==> src/rtl/mouse_click_filter.sv <==
// ---------------------------------------------------------------------------
// mouse_click_filter
//
// Turns the raw MouseCtl left-button level into clean single-cycle click
// events for the game UI. Each event carries the pointer position latched
// at press time. Exactly one pulse is produced per physical press. After
// every release, the button must stay up for a hold-off period before the
// filter re-arms, which hides PS/2 bounce. Coming out of reset, the filter
// does not arm until it has seen a release, so it never emits a phantom
// click.
//
// Ports
//   clk             : system / pixel clock
//   rst             : synchronous reset, active-high
//   enable          : 1 = a press may generate a click event
//   mouse_left      : raw left-button level from MouseCtl
//   mouse_xpos      : pointer x from MouseCtl (12 bit)
//   mouse_ypos      : pointer y from MouseCtl (12 bit)
//   click_pulse     : one-cycle strobe per accepted press
//   click_xpos      : x latched at press, clamped to MAX_X
//   click_ypos      : y latched at press, clamped to MAX_Y
//   click_in_screen : latched raw position was on screen
//   held            : button still down after a recognised press
//   busy            : filter is not idle/armed
// ---------------------------------------------------------------------------
module mouse_click_filter #(
    parameter int HOLDOFF_CYCLES = 650000,
    parameter int CNT_WIDTH      = 20,
    parameter int MAX_X          = 1023,
    parameter int MAX_Y          = 767
) (
    input  logic        clk,
    input  logic        rst,
    input  logic        enable,
    input  logic        mouse_left,
    input  logic [11:0] mouse_xpos,
    input  logic [11:0] mouse_ypos,
    output logic        click_pulse,
    output logic [11:0] click_xpos,
    output logic [11:0] click_ypos,
    output logic        click_in_screen,
    output logic        held,
    output logic        busy
);

    typedef enum logic [1:0] {
        WAIT_RELEASE,
        HOLDOFF,
        IDLE,
        PRESSED
    } state_t;

    localparam logic [11:0]          MAX_X_C  = 12'(MAX_X);
    localparam logic [11:0]          MAX_Y_C  = 12'(MAX_Y);
    localparam logic [CNT_WIDTH-1:0] CNT_LAST = CNT_WIDTH'(HOLDOFF_CYCLES - 1);

    state_t               state;
    logic [CNT_WIDTH-1:0] cnt;
    logic                 left_q;
    logic [11:0]          x_q;
    logic [11:0]          y_q;
    logic [11:0]          x_clamped;
    logic [11:0]          y_clamped;
    logic                 on_screen;

    // Button level and pointer position are registered together. The
    // captured coordinates therefore belong to the same sample that shows
    // the press.
    always_ff @(posedge clk) begin
        if (rst) begin
            left_q <= 1'b0;
            x_q    <= '0;
            y_q    <= '0;
        end else begin
            left_q <= mouse_left;
            x_q    <= mouse_xpos;
            y_q    <= mouse_ypos;
        end
    end

    // Each axis is clamped on its own. On-screen status is judged from the
    // raw, unclamped values.
    always_comb begin
        x_clamped = (x_q > MAX_X_C) ? MAX_X_C : x_q;
        y_clamped = (y_q > MAX_Y_C) ? MAX_Y_C : y_q;
        on_screen = (x_q <= MAX_X_C) && (y_q <= MAX_Y_C);
    end

    // Press/release state machine. held and busy are updated on the same
    // edge as each transition, so they always describe the state just
    // entered. A press seen while disabled still moves the machine to
    // PRESSED, so raising enable during that hold cannot fire a late click.
    always_ff @(posedge clk) begin
        if (rst) begin
            state           <= WAIT_RELEASE;
            cnt             <= '0;
            click_pulse     <= 1'b0;
            click_xpos      <= '0;
            click_ypos      <= '0;
            click_in_screen <= 1'b0;
            held            <= 1'b0;
            busy            <= 1'b1;
        end else begin
            click_pulse <= 1'b0;
            case (state)
                WAIT_RELEASE: begin
                    if (!left_q) begin
                        state <= HOLDOFF;
                        cnt   <= '0;
                    end
                end
                HOLDOFF: begin
                    // Any press during the hold-off window is treated as bounce.
                    if (left_q) begin
                        state <= WAIT_RELEASE;
                    end else if (cnt == CNT_LAST) begin
                        state <= IDLE;
                        busy  <= 1'b0;
                    end else begin
                        cnt <= cnt + CNT_WIDTH'(1);
                    end
                end
                IDLE: begin
                    if (left_q) begin
                        state <= PRESSED;
                        held  <= 1'b1;
                        busy  <= 1'b1;
                        if (enable) begin
                            click_pulse     <= 1'b1;
                            click_xpos      <= x_clamped;
                            click_ypos      <= y_clamped;
                            click_in_screen <= on_screen;
                        end
                    end
                end
                PRESSED: begin
                    if (!left_q) begin
                        state <= HOLDOFF;
                        cnt   <= '0;
                        held  <= 1'b0;
                    end
                end
                default: begin
                    state <= WAIT_RELEASE;
                    held  <= 1'b0;
                    busy  <= 1'b1;
                end
            endcase
        end
    end

endmodule

==> config.mk <==
export PLATFORM = sky130hd
export DESIGN_NAME = mouse_click_filter
export DESIGN_NICKNAME = d
export VERILOG_FILES = /design/src/rtl/mouse_click_filter.sv
export SDC_FILE = /design/constraint.sdc
export NUM_CORES = 1
export LEC_CHECK = 0
export BUFFER_PORTS_ARGS = -buffer_cell sky130_fd_sc_hd__buf_2
export CAP_MARGIN = 40
export CORE_UTILIZATION = 49
export CTS_CLUSTER_DIAMETER = 30
export DETAILED_ROUTE_END_ITERATION = 8
export PLACE_DENSITY_LB_ADDON = 0.1
export SYNTH_ARGS = -nofsm -noshare
export SYNTH_HDL_FRONTEND = slang
export SYNTH_SLANG_ARGS = --single-unit
export TNS_END_PERCENT = 10
==> constraint.sdc <==
create_clock -name clk -period 2.2 [get_ports clk]
set_clock_uncertainty 0.2 [all_clocks]
set_input_delay 0.66 -clock clk [delete_from_list [all_inputs] [get_ports clk]]
set_output_delay 0.66 -clock clk [all_outputs]
set_load 0.005 [all_outputs]
### Word level (Yosys, flattened, before mapping)

Cells that the tools add are included.

| word-level totals | value |
|---|---|
| memories kept | 0 |
| bits in writable memories | 0 |
| bits in read-only memories | 0 |
| bits of input ports | 28 |
| output and inout port bits | 28 |
| bits in registers | 75 |
| latch bits | 0 |
| word-level logic and storage cells | 59 |

| cells by class | value |
|---|---|
| add/sub/neg operators | 1 |
| div/mod/pow operators | 0 |
| reductions and logical operators | 12 |
| mux-type cells | 18 |
| bitwise gates (word level) | 2 |
| magnitude comparators | 4 |
| eq/ne operators | 11 |
| shift operators | 0 |
| multiply operators | 0 |

Operators with widths:

| operator | number |
|---|---|
| $mux W20 | 3 |
| $pmux W20 S2 | 1 |
| $gt A12 B10 Y1 const B | 2 |
| $le A12 B10 Y1 const B | 2 |
| $mux W12 | 2 |
| $add A20 B1 Y20 const B | 1 |
| $eq A20 B20 Y1 const B | 1 |
| $ne A2 B2 Y1 const B | 6 |
| $reduce_and A3 Y1 | 3 |
| $mux W2 | 4 |
| $reduce_and A4 Y1 | 2 |
| $pmux W2 S3 | 1 |
| $reduce_bool A2 Y1 | 3 |
| $mux W1 | 5 |
| $eq A2 B2 Y1 const B | 2 |
| $pmux W1 S2 | 2 |
| $ne A3 B3 Y1 const B | 1 |
| $reduce_or A3 Y1 | 1 |
| $eq A2 B1 Y1 const B | 1 |
| $logic_not A2 Y1 | 1 |
| $not A1 Y1 | 2 |
| $reduce_or A2 Y1 | 1 |
| $logic_and A1 B1 Y1 | 1 |

### Logic depth before layout (Yosys ltp)

Gate-level depths: netlist (run 1).

| depth | value |
|---|---|
| depth in word-level cells | 4 |
| mapped depth | 8 |
| depth with buffers taken out | 6 |

### Worst setup path before layout (run 1)

Ideal clock, no wire load.

| path | value |
|---|---|
| path kind | reg-to-reg |
| from | register state[0] |
| to | register cnt[16] |
| path buffers | 0 |
| data required time | 1914 ps |
| arrival time | 1836 ps |
| cell stages (with the launch flop) | 7 |
| slack | 79 ps |
| path through | dfxtp_1 inv_1 ha_1 o21ba_2 nand4_1 or4_1 a211oi_1 |

| on the way | value |
|---|---|
| cells in the longest elaborated chain, start to end | 4 |

RTL lines:

| what | RTL line | text |
|---|---|---|
| start, declared | 57 | `state_t state;` |
| start signal, assigned | 95 | `state <= WAIT_RELEASE;` |
| start signal, assigned | 108 | `state <= HOLDOFF;` |
| start signal, assigned | 115 | `state <= WAIT_RELEASE;` |
| $eq A2 B2 Y1 or $logic_not A2 Y1 (tied branches) | 105 | `case (state)` |
| $reduce_or A2 Y1 (no source line) | n/a |  |
| $ne A2 B2 Y1 (no source line) or $reduce_bool A2 Y1 (tied branches) | n/a |  |
| $reduce_and A4 Y1 (no source line) | n/a |  |
| end signal, assigned | 120 | `cnt <= cnt + CNT_WIDTH'(1);` |
| end, declared | 58 | `logic [CNT_WIDTH-1:0] cnt;` |

Parallel ways exist; a longest one is shown, timed or not.
A chain may end at the register's enable or synchronous reset.

### Final worst setup path (run 1)

| path | value |
|---|---|
| from | register cnt[12] |
| to | register busy |

| on the way | value |
|---|---|
| cells in the longest elaborated chain, start to end | 3 |

RTL lines:

| what | RTL line | text |
|---|---|---|
| $eq A20 B20 Y1 | 116 | `end else if (cnt == CNT_LAST) begin` |
| $ne A2 B2 Y1 (no source line) | n/a |  |
| $reduce_and A4 Y1 (no source line) | n/a |  |
| end signal, assigned | 118 | `busy <= 1'b0;` |
| end signal, assigned | 127 | `busy <= 1'b1;` |
| end signal, assigned | 146 | `busy <= 1'b1;` |
| end, declared | 43 | `output logic busy` |

Every way passes these cells.

==> Implementation_results.wiki, run 1 <==
{| class="wikitable"
! Metric !! Value
|-
| Status || complete, no violations
|-
| Number of I/O port buffers || 55
|-
| Placed cell count || 416
|-
| CTS Root Cell || sky130_fd_sc_hd__clkbuf_8
|-
| Number of placement rows || 27
|-
| Setup repair after global routing missed its margin || no
|-
| Sequential fraction of the synthesis area || 52.2%
|-
| Per-cell routed wire length || 13.7 um
|-
| Initial Util || 51.6%
|-
| Cell taking the most area after synthesis || sky130_fd_sc_hd__dfxtp_1
|-
| Count of nets after finishing || 388
|-
| Clock-pin slew on the worst setup and hold paths || 0.08 ns
|-
| Post-synthesis instance area || 0.00288 mm^2
|-
| H-tree depth || 3
|-
| Flip-flop and latch count after synthesis || 75
|-
| Number of instances in the synthesized netlist || 287
|-
| Nature of the critical path endpoint || register
|-
| Largest fanout of any net on the critical path || 5
|-
| IR Drop Worst-Case VDD || 397 uV
|-
| Area contributors post-synth || sky130_fd_sc_hd__dfxtp_1, sky130_fd_sc_hd__nor2b_1, sky130_fd_sc_hd__o221a_1, sky130_fd_sc_hd__a211oi_1, sky130_fd_sc_hd__o22ai_1
|-
| Worst Hold Class || register to register
|-
| Count of yosys warnings during synthesis || 0
|-
| Combinational fraction of design power || 5.5%
|-
| Post-Layout Cell Count || 433
|-
| ANT nets after route || 0
|-
| Data arrival time of the critical path || 2.12 ns
|-
| Height of the die || 78.6 um
|-
| Maximum number of pins on one net before global-route repair || 38
|-
| Inserted Clock Buffers || 9
|-
| Most frequent standard cell in the layout excluding fill and tap cells || sky130_fd_sc_hd__dfxtp_1
|-
| Die Outline Area || 0.00618 mm^2
|-
| Primary flip-flop cell chosen by synthesis mapping || sky130_fd_sc_hd__dfxtp_1
|-
| Post-route DRC violation count || 0
|-
| First-pass GRT wire length || 10000 um
|-
| Global router's overall resource usage || 21.0%
|-
| Antenna violations before repair || 0
|-
| Relative slew slack || 46.6%
|-
| First-pass DRT Iterations || 4
|-
| Post-synth top area share || 52.2%
|-
| Half-perimeter wire length of the detailed placement result || 4100 um
|-
| Number of antenna cells inserted || 0
|-
| Die outline width || 78.6 um
|-
| Share of flip-flops with an asynchronous set or reset after synthesis || 0%
|-
| Placeable core region || 0.00557 mm^2
|-
| Required time reported for the critical path endpoint || 2.21 ns
|-
| Number of enable-type register cells in the synthesized netlist || 0
|-
| Weighted congestion reported at the end of routability-driven placement || 0.872
|-
| Fraction of final layout cells sized beyond drive strength 1 || 27.4%
|-
| Design Power || 2.73 mW
|-
| Vias per cell || 5.45
|-
| Vias || 2360
|-
| Syn nets || 319
|-
| Count of hold-fix buffers inserted at cts || 0
|-
| Num ports || 56
|-
| Net switching fraction of the power || 22.4%
|-
| Wirelength, routed || 5930 um
|-
| Highest-count cells in the layout ignoring fill and taps || sky130_fd_sc_hd__dfxtp_1, sky130_fd_sc_hd__buf_2, sky130_fd_sc_hd__nor2b_1, sky130_fd_sc_hd__buf_4, sky130_fd_sc_hd__nor2_1
|-
| CP Launch Type || register
|-
| Final setup violating endpoints || 0
|-
| Post-synthesis average cell area || 10.0 um^2
|-
| Number of max-slew violations in the final report || 0
|-
| Global-route congestion overflow total || 0
|-
| Fin crit period || 2.10 ns
|-
| Latest clock arrival within the worst-skew pair || 0.34 ns
|-
| Count of routing violations after the opening detailed-route iteration || 63
|-
| Portion of total power attributed to sequential cells || 51.1%
|-
| Peak clock frequency supported by timing || 475 MHz
|-
| Clk network pwr share || 43.4%
|-
| Count of distinct cell types in the synthesized netlist || 43
|-
| Relative area change from synthesis to final layout || 23.6%
|-
| Type of the setup path with the least slack || register to register
|-
| Final-report hold violation count || 0
|-
| Clock tree from TritonCTS || built
|-
| Internal || 2.12 mW
|-
| Number of clock sinks || 75
|-
| Max-cap check violation count || 0
|-
| Static leakage || 1.45 nW
|-
| Clock tree buffer depth || 2
|-
| Tightest Pin Transition || 0.801 ns
|-
| Via count of the first global-routing pass || 2169
|-
| Fin crit share || 95.6%
|-
| Power density over the cells || 769 mW/mm^2
|-
| Switching Power || 612 uW
|}
==> what timing repair did <==
item | 4_1_cts | 5_1_grt
endpoints found under the setup margin | 1 | 6
gates resized for setup | 0 | 3
pin swaps | 1 | 1
setup buffers | 1 | 0
==> registers in the layout (all words and copies together), names as in the netlist <==
| register | count |
|---|---|
| busy | 1 |
| click_in_screen | 1 |
| click_pulse | 1 |
| click_xpos | 12 |
| click_ypos | 12 |
| cnt | 20 |
| held | 1 |
| left_q | 1 |
| state | 2 |
| x_q | 12 |
| y_q | 12 |
==> metrics by stage <==
step	util, %	area [um^2]	setup slack [ns]	hold slack [ns]	TNS [ns]
final	63.8	3560	0.0962	0.260	0
after global routing	63.8	3560	0.0120	0.270	0
after CTS	63.6	3550	0.0340	0.266	0
after detailed placement	59.4	3310	-0.00283	0.253	-0.00283
after global placement	59.4	3310	0.0523	0.242	0
after floorplan	-	2880	0.0786	0.237	0
==> metal layers <==
metal / GRT usage, % / wire length, um / vias to the layer above
met1: 27.6 / 2940 / 1103
met3: 7.56 / 320 / 8
met4: 8.15 / 72 / 0
met5: 0 / 0 / -
met2: 31.3 / 2600 / 50
li1: - / - / 1199
==> kinds of logic (layout without fill, tap and decap cells) <==
family | after synthesis | count (layout) | synth area share [%]
flip-flops | 75 | 75 | 52.2
XOR/XNOR | 5 | 5 | 1.52
AO/OA/AOI/OAI | 66 | 66 | 16.9
multiplexers | 3 | 3 | 1.04
buffers and inverters | 25 | 99 | 3.30
AND/OR/NAND/NOR | 109 | 109 | 23.3
adder cells (fa/ha/maj) | 4 | 4 | 1.74
==> power groups by stage <==
stage          clock, mW  combinational, mW  sequential [mW]
3_3_place_gp           0              0.148             1.43
6_report            1.19              0.151             1.40
5_1_grt             1.28              0.167             1.40
4_1_cts             1.21              0.150             1.40
2_1_floorplan          0             0.0953             1.43
3_5_place_dp           0              0.149             1.43
==> worst paths after layout <==
check             startpoint       endpoint  slack (ns)  cells after the start
hold / removal        y_q[5]  click_ypos[5]        0.26                      2
hold reg to reg       y_q[5]  click_ypos[5]        0.26                      2
setup / recovery     cnt[12]           busy         0.1                      4
setup reg to reg     cnt[12]           busy         0.1                      4
==> Yosys cell counts, drive strengths merged, types with 2 or more instances <==
cell type and count:
dfxtp 75, a211oi 11, o221a 10, nand2b 3, buf 3, o22ai 12, nand2 7, nor2b 27
xor2 4, nor2 15, or3 7, a22oi 3, o31ai 3, or4 3, clkbuf 12, or4b 2
a31oi 4, ha 4, and3 9, nor4 5, inv 10, and4 3, a21oi 6, o21ai 10
nand4 8, nor3 8, nand3 9, mux2i 3
==> layout make-up <==
type,count,area [um^2]
flip-flops and latches,75,1500
fillers,454,2020
inverters,10,37.5
repair buffers,73,410
well taps,72,90.1
clock buffers,10,138
clock inverters,6,87.6
multi-input cells,187,1290
==> worst max-delay path, stage by stage, from the launching register on <==
cell and delay, ns:
sky130_fd_sc_hd__dfxtp_1 0.34, sky130_fd_sc_hd__or4b_4 0.56, sky130_fd_sc_hd__or4b_4 0.54, sky130_fd_sc_hd__nor4_4 0.24
sky130_fd_sc_hd__o21ai_1 0.09
Note: power is estimated with default switching activity, not from simulation.
==> inputs of run 2 (changes only) <==
- CTS_BUF_LIST: default -> sky130_fd_sc_hd__clkbuf_16
==> run 2 against run 1 <==
  * Setup slack better by 0.0040 ns
  * Final area up 2.4%
  * Critical path type unchanged
  * Count of clock-buffer cells in the layout down 1
  * Wire length up 2.0%
  * Combinational power about the same
  * Critical endpoint unchanged
  * Highest routed layer unchanged
  * Register-to-register slack about the same
  * Utilization up 1.5 points
  * Total power up 13%
==> Implementation_results.wiki, run 2 (synthesis results as in run 1) <==
{| class="wikitable"
! Metric !! Value
|-
| Fraction of final layout cells sized beyond drive strength 1 || 26.9% (-0.55 points)
|-
| Final-report hold violation count || 0 (unchanged)
|-
| Global-route congestion overflow total || 0 (unchanged)
|-
| Clock-pin slew on the worst setup and hold paths || 0.06 ns (-0.02 ns)
|-
| Peak clock frequency supported by timing || 476 MHz (+0.19%)
|-
| Nature of the critical path endpoint || register
|-
| Global router's overall resource usage || 21.4% (+0.37 points)
|-
| Max-cap check violation count || 0 (unchanged)
|-
| Area post-placement || 0.00331 mm^2 (unchanged)
|-
| First-pass DRT Iterations || 4 (unchanged)
|-
| Final-layout fill cell count || 433 (-4.6%)
|-
| Sequential cell area in the final layout || 0.00150 mm^2 (unchanged)
|-
| Vias per cell || 5.50 (+0.89%)
|-
| Count of routing violations after the opening detailed-route iteration || 72 (+14%)
|-
| Vias || 2381 (+0.89%)
|-
| Delay of the slowest cell on the worst path || 0.56 ns (about the same)
|-
| CP Launch Type || register
|-
| H-tree depth || 3 (unchanged)
|-
| Status || complete, no violations
|-
| Number of clock sinks || 75 (unchanged)
|-
| Die Outline Area || 0.00618 mm^2 (unchanged)
|-
| Worst Hold Class || register to register
|-
| Number of antenna cells inserted || 0 (unchanged)
|-
| Inserted Clock Buffers || 9 (unchanged)
|-
| Critical path buffer and inverter count || 0 (unchanged)
|-
| Area taken by multi-input logic gates || 0.00128 mm^2 (-0.39%)
|-
| Worst-path cell chain || or4b_4, or4b_4, nor4_4, o21ai_1
|-
| Largest register FFs || 20 (unchanged)
|-
| Initial Util || 51.6% (unchanged)
|-
| Antenna violations before repair || 0 (unchanged)
|-
| Relative slew slack || 49.2% (+2.6 points)
|-
| Largest fanout of any net on the critical path || 5 (unchanged)
|-
| Hold Worst Slack || 0.255 ns (-0.00592 ns)
|-
| Fin crit share || 95.4% (-0.18 points)
|-
| Placeable core region || 0.00557 mm^2 (unchanged)
|-
| Post-route DRC violation count || 0 (unchanged)
|-
| Power density over the cells || 852 mW/mm^2 (+11%)
|-
| Final setup violating endpoints || 0 (unchanged)
|-
| Wirelength, routed || 6050 um (+2.0%)
|-
| Half-perimeter wire length of the detailed placement result || 4100 um (unchanged)
|-
| Clock tree buffer depth || 2 (unchanged)
|-
| Clock tree from TritonCTS || built
|-
| Maximum number of pins on one net before global-route repair || 38 (unchanged)
|-
| Highest-count cells in the layout ignoring fill and taps || sky130_fd_sc_hd__dfxtp_1, sky130_fd_sc_hd__buf_2, sky130_fd_sc_hd__nor2b_1, sky130_fd_sc_hd__buf_4, sky130_fd_sc_hd__nor2_1
|-
| Via count of the first global-routing pass || 2227 (+2.7%)
|-
| Layout Cell Area excl Fill || 0.00364 mm^2 (+2.4%)
|-
| First-pass GRT wire length || 10200 um (+1.8%)
|-
| Slowest stage cell on the critical path || sky130_fd_sc_hd__or4b_4
|-
| Static leakage || 1.49 nW (+2.7%)
|-
| Library cell appearing most often on the critical path || sky130_fd_sc_hd__or4b_4
|-
| Number of max-slew violations in the final report || 0 (unchanged)
|-
| Num ports || 56 (unchanged)
|-
| Required time reported for the critical path endpoint || 2.19 ns (-0.02 ns)
|-
| Number of I/O port buffers || 55 (unchanged)
|-
| Per-cell routed wire length || 14.0 um (+2.0%)
|-
| Path depth of the worst reg2reg path || 4 (unchanged)
|-
| Tightest Pin Transition || 0.763 ns (-0.0387 ns)
|-
| Height of the die || 78.6 um (unchanged)
|-
| Logic depth of the worst setup path including buffers || 4 (unchanged)
|-
| Worst Hold Depth || 2 (unchanged)
|-
| Relative area change from synthesis to final layout || 26.6%
|-
| IR Drop Worst-Case VDD || 443 uV (+12%)
|-
| ANT nets after route || 0 (unchanged)
|-
| Most frequent standard cell in the layout excluding fill and tap cells || sky130_fd_sc_hd__dfxtp_1
|-
| Number of placement rows || 27 (unchanged)
|-
| Weighted congestion reported at the end of routability-driven placement || 0.872 (unchanged)
|-
| Setup repair after global routing missed its margin || no
|-
| Family with the most delay on the worst path || simple AND/OR/NAND/NOR gates
|-
| Data arrival time of the critical path || 2.09 ns (-0.03 ns)
|-
| CTS Root Cell || sky130_fd_sc_hd__clkbuf_16
|-
| Die outline width || 78.6 um (unchanged)
|-
| Type of the setup path with the least slack || register to register
|-
| Fin crit period || 2.10 ns (-0.00398 ns)
|-
| Most flop-heavy register || cnt
|-
| Count of nets after finishing || 388 (unchanged)
|-
| Latest clock arrival within the worst-skew pair || 0.33 ns (about the same)
|}
==> run 2: final cells by class <==
| class | count | area share, % |
|---|---|---|
| clock buffer | 9 | 6.18 |
| tap | 72 | 2.47 |
| sequential | 75 | 41.3 |
| timing repair buffer | 73 | 11.3 |
| multi-input combinational | 187 | 35.3 |
| clock inverter | 7 | 2.51 |
| inverter | 10 | 1.03 |
==> run 2: layer usage <==
| metal | vias up | global-route usage (%) | part of all wire [%] | wire length (um) |
|---|---|---|---|---|
| met5 | - | 0 | 0 | 0 |
| met4 | 0 | 10.9 | 2.0 | 119 |
| met3 | 13 | 5.12 | 4.4 | 266 |
| met2 | 38 | 32.6 | 44 | 2670 |
| met1 | 1125 | 28.1 | 50 | 3000 |
| li1 | 1205 | - | - | - |
==> run 2: metrics by stage <==
stage,power (mW),setup slack (ns),util [%],std cells,setup TNS [ns]
floorplan,1.52,0.0786,-,287,0
global placement,1.58,0.0523,59.4,416,0
detailed placement,1.58,-0.00283,59.4,416,-0.00283
CTS,3.12,0.0330,65.3,433,0
global route,3.22,0.00280,65.3,433,0
finish,3.10,0.100,65.3,433,0
==> run 2: timing repair <==
action                                 CTS  global route
pin swaps                                1             1
setup endpoints to repair                1             6
endpoints found under the hold margin    0             0
cloned                                   0             0
gates resized for setup                  0             2
hold buffers                             0             0
setup buffers                            1             0
==> run 2: report_power, final <==
group          total (mW)  switching (mW)  internal, mW
Combinational       0.151          0.0855        0.0651
Clock                1.55           0.561         0.990
Sequential           1.40          0.0125          1.39
==> run 2: tightest hold or removal path, stage by stage (launching register included) <==
cell and delay [ns]:
sky130_fd_sc_hd__dfxtp_1 0.30, sky130_fd_sc_hd__o22ai_1 0.05, sky130_fd_sc_hd__nor2_1 0.07
==> run 2: path summary, 6_finish.rpt <==
check	slack [ns]	end	startpoint
max	0.10	busy	cnt[12]
min	0.25	click_ypos[5]	y_q[5]
max reg2reg	0.10	busy	cnt[12]
min reg2reg	0.25	click_ypos[5]	y_q[5]
==> inputs of run 3 (changes only) <==
- RECOVER_POWER: default -> 50
==> run 3 against run 2 <==
  * Non-clock buffer count is the same
  * Count of clock-buffer cells in the layout unchanged
  * Global-route usage unchanged
  * Sequential share of layout area up 0.099 points
  * Critical path depth unchanged
  * Total power hardly changed
  * Setup slack worse by 0.0083 ns
  * Sequential power barely moved
==> Implementation_results.wiki, run 3 (synthesis results as in run 1) <==
{| class="wikitable"
! Metric !! Value
|-
| Status || complete, no violations
|-
| Die Outline Area || 0.00618 mm^2 (unchanged)
|-
| Num ports || 56 (unchanged)
|-
| Peak clock frequency supported by timing || 474 MHz (-0.39%)
|-
| Clock tree from TritonCTS || built
|-
| Number of max-slew violations in the final report || 0 (unchanged)
|-
| Antenna violations before repair || 0 (unchanged)
|-
| Slowest stage cell on the critical path || sky130_fd_sc_hd__or4b_4
|-
| First-pass GRT wire length || 10200 um (unchanged)
|-
| Placeable core region || 0.00557 mm^2 (unchanged)
|-
| Library cell appearing most often on the critical path || sky130_fd_sc_hd__or4b_4
|-
| Wirelength, routed || 6030 um (-0.41%)
|-
| IR Drop Worst-Case VDD || 443 uV (-0.12%)
|-
| Die outline width || 78.6 um (unchanged)
|-
| Clock-pin slew on the worst setup and hold paths || 0.06 ns (about the same)
|-
| Most flop-heavy register || cnt
|-
| Worst R2R Setup Slack || 0.09 ns (about the same)
|-
| Count of routing violations after the opening detailed-route iteration || 70 (-2.8%)
|-
| Internal || 2.44 mW (about the same)
|-
| Nature of the critical path endpoint || register
|-
| Final-report hold violation count || 0 (unchanged)
|-
| Type of the setup path with the least slack || register to register
|-
| Fraction of final layout cells sized beyond drive strength 1 || 25.5% (-1.4 points)
|-
| Fin crit period || 2.11 ns (+0.00831 ns)
|-
| Required time reported for the critical path endpoint || 2.19 ns (about the same)
|-
| Vias || 2386 (+0.21%)
|-
| Static leakage || 1.47 nW (-1.2%)
|-
| Net switching fraction of the power || 21.2% (-0.048 points)
|-
| Tightest Pin Transition || 0.764 ns (+0.00164 ns)
|-
| CTS Root Cell || sky130_fd_sc_hd__clkbuf_16
|-
| First-pass DRT Iterations || 4 (unchanged)
|-
| Final-layout fill cell count || 437 (+0.92%)
|-
| Setup repair after global routing missed its margin || no
|-
| Post-route DRC violation count || 0 (unchanged)
|-
| Power density over the cells || 853 mW/mm^2 (+0.15%)
|-
| Initial Util || 51.6% (unchanged)
|-
| Highest-count cells in the layout ignoring fill and taps || sky130_fd_sc_hd__dfxtp_1, sky130_fd_sc_hd__buf_2, sky130_fd_sc_hd__nor2b_1, sky130_fd_sc_hd__buf_4, sky130_fd_sc_hd__nor2_1
|-
| Latest clock arrival within the worst-skew pair || 0.33 ns (about the same)
|-
| Half-perimeter wire length of the detailed placement result || 4100 um (unchanged)
|-
| Number of I/O port buffers || 55 (unchanged)
|-
| Clk network pwr share || 50.0% (about the same)
|-
| Worst-path cell chain || or4b_4, or4b_4, nor4_4, o21ai_1
|-
| Via count of the first global-routing pass || 2227 (unchanged)
|-
| Portion of total power attributed to sequential cells || 45.2% (about the same)
|-
| Number of placement rows || 27 (unchanged)
|-
| Global-route congestion overflow total || 0 (unchanged)
|-
| Weighted congestion reported at the end of routability-driven placement || 0.872 (unchanged)
|-
| Combinational fraction of design power || 4.8% (about the same)
|-
| ANT nets after route || 0 (unchanged)
|-
| H-tree depth || 3 (unchanged)
|-
| Fin crit share || 95.8% (+0.38 points)
|-
| Largest register FFs || 20 (unchanged)
|-
| Family with the most delay on the worst path || simple AND/OR/NAND/NOR gates
|-
| Critical path buffer and inverter count || 0 (unchanged)
|-
| Count of nets after finishing || 388 (unchanged)
|-
| Most frequent standard cell in the layout excluding fill and tap cells || sky130_fd_sc_hd__dfxtp_1
|-
| CP Launch Type || register
|-
| Hold Worst Slack || 0.255 ns (+0.0000520 ns)
|-
| Layout Cell Area excl Fill || 0.00363 mm^2 (-0.24%)
|-
| Global router's overall resource usage || 21.4% (unchanged)
|-
| Data arrival time of the critical path || 2.10 ns (about the same)
|-
| Area post-placement || 0.00331 mm^2 (unchanged)
|-
| Maximum number of pins on one net before global-route repair || 38 (unchanged)
|-
| Largest fanout of any net on the critical path || 5 (unchanged)
|-
| Count of hold-fix buffers inserted at cts || 0 (unchanged)
|-
| Max-cap check violation count || 0 (unchanged)
|-
| Relative area change from synthesis to final layout || 26.3%
|-
| Vias per cell || 5.51 (+0.21%)
|-
| Height of the die || 78.6 um (unchanged)
|-
| Delay of the slowest cell on the worst path || 0.56 ns (about the same)
|-
| Clock tree buffer depth || 2 (unchanged)
|-
| Number of antenna cells inserted || 0 (unchanged)
|-
| Final setup violating endpoints || 0 (unchanged)
|-
| Core occupancy in the finished layout || 65.2% (-0.16 points)
|-
| Inserted Clock Buffers || 9 (unchanged)
|-
| Worst Hold Class || register to register
|-
| Relative slew slack || 49.0% (-0.11 points)
|-
| Per-cell routed wire length || 13.9 um (-0.41%)
|-
| Switching Power || 657 uW (-0.32%)
|-
| Number of clock sinks || 75 (unchanged)
|}
[run 3: cell types whose count changed in the layout (fill, tap and decap cells not counted)]
cell                       delta
sky130_fd_sc_hd__buf_2        -5
sky130_fd_sc_hd__buf_4        -1
sky130_fd_sc_hd__clkbuf_1     +5
sky130_fd_sc_hd__clkbuf_2     +1
[run 3: area by class of cell]
type	instances	area, um^2	area share [%]
Inverter	10	37.5	1.03
Sequential cell	75	1500	41.4
Multi-Input combinational cell	187	1280	35.4
Clock buffer	9	225	6.20
Clock inverter	7	91.3	2.51
Timing Repair Buffer	73	402	11.1
Tap cell	72	90.1	2.48
[run 3: worst reg2reg max path: stages, from the launching register on]
cell and delay [ns]:
sky130_fd_sc_hd__dfxtp_1 0.34, sky130_fd_sc_hd__or4b_4 0.56, sky130_fd_sc_hd__or4b_4 0.54, sky130_fd_sc_hd__nor4_4 0.24, sky130_fd_sc_hd__o21ai_1 0.10
[run 3: final timing paths]
kind | from | end | cells after the start
min | y_q[5] | click_ypos[5] | 2
max reg2reg | cnt[12] | busy | 4
max | cnt[12] | busy | 4
min reg2reg | y_q[5] | click_ypos[5] | 2
[run 3: layer usage]
layer / up-vias / part of all wire [%] / track usage, % / routed length, um
met1: 1117 / 49 / 28.1 / 2960
li1: 1205 / - / - / -
met5: - / 0 / 0 / 0
met3: 13 / 5.1 / 5.12 / 305
met4: 0 / 2.0 / 10.9 / 119
met2: 51 / 44 / 32.6 / 2640
[run 3: through the flow]
step	setup TNS, ns	power [mW]	std cells	worst slack, ns
final	0	3.10	433	0.0919
after global routing	0	3.22	433	0.00280
after CTS	0	3.12	433	0.0330
after detailed placement	-0.00283	1.58	416	-0.00283
after global placement	0	1.58	416	0.0523
after floorplan	0	1.52	287	0.0786
[run 3: power by group through the flow]
stage | clock, mW | combinational, mW | sequential [mW]
6_report | 1.55 | 0.150 | 1.40
2_1_floorplan | 0 | 0.0953 | 1.43
5_1_grt | 1.65 | 0.166 | 1.40
3_5_place_dp | 0 | 0.149 | 1.43
3_3_place_gp | 0 | 0.148 | 1.43
4_1_cts | 1.57 | 0.150 | 1.40
[run 3: timing repair]
| action | CTS | global route |
|---|---|---|
| setup endpoints to repair | 1 | 6 |
| pin swaps | 1 | 1 |
| gates resized for setup | 0 | 2 |
| buffers inserted | 1 | 0 |
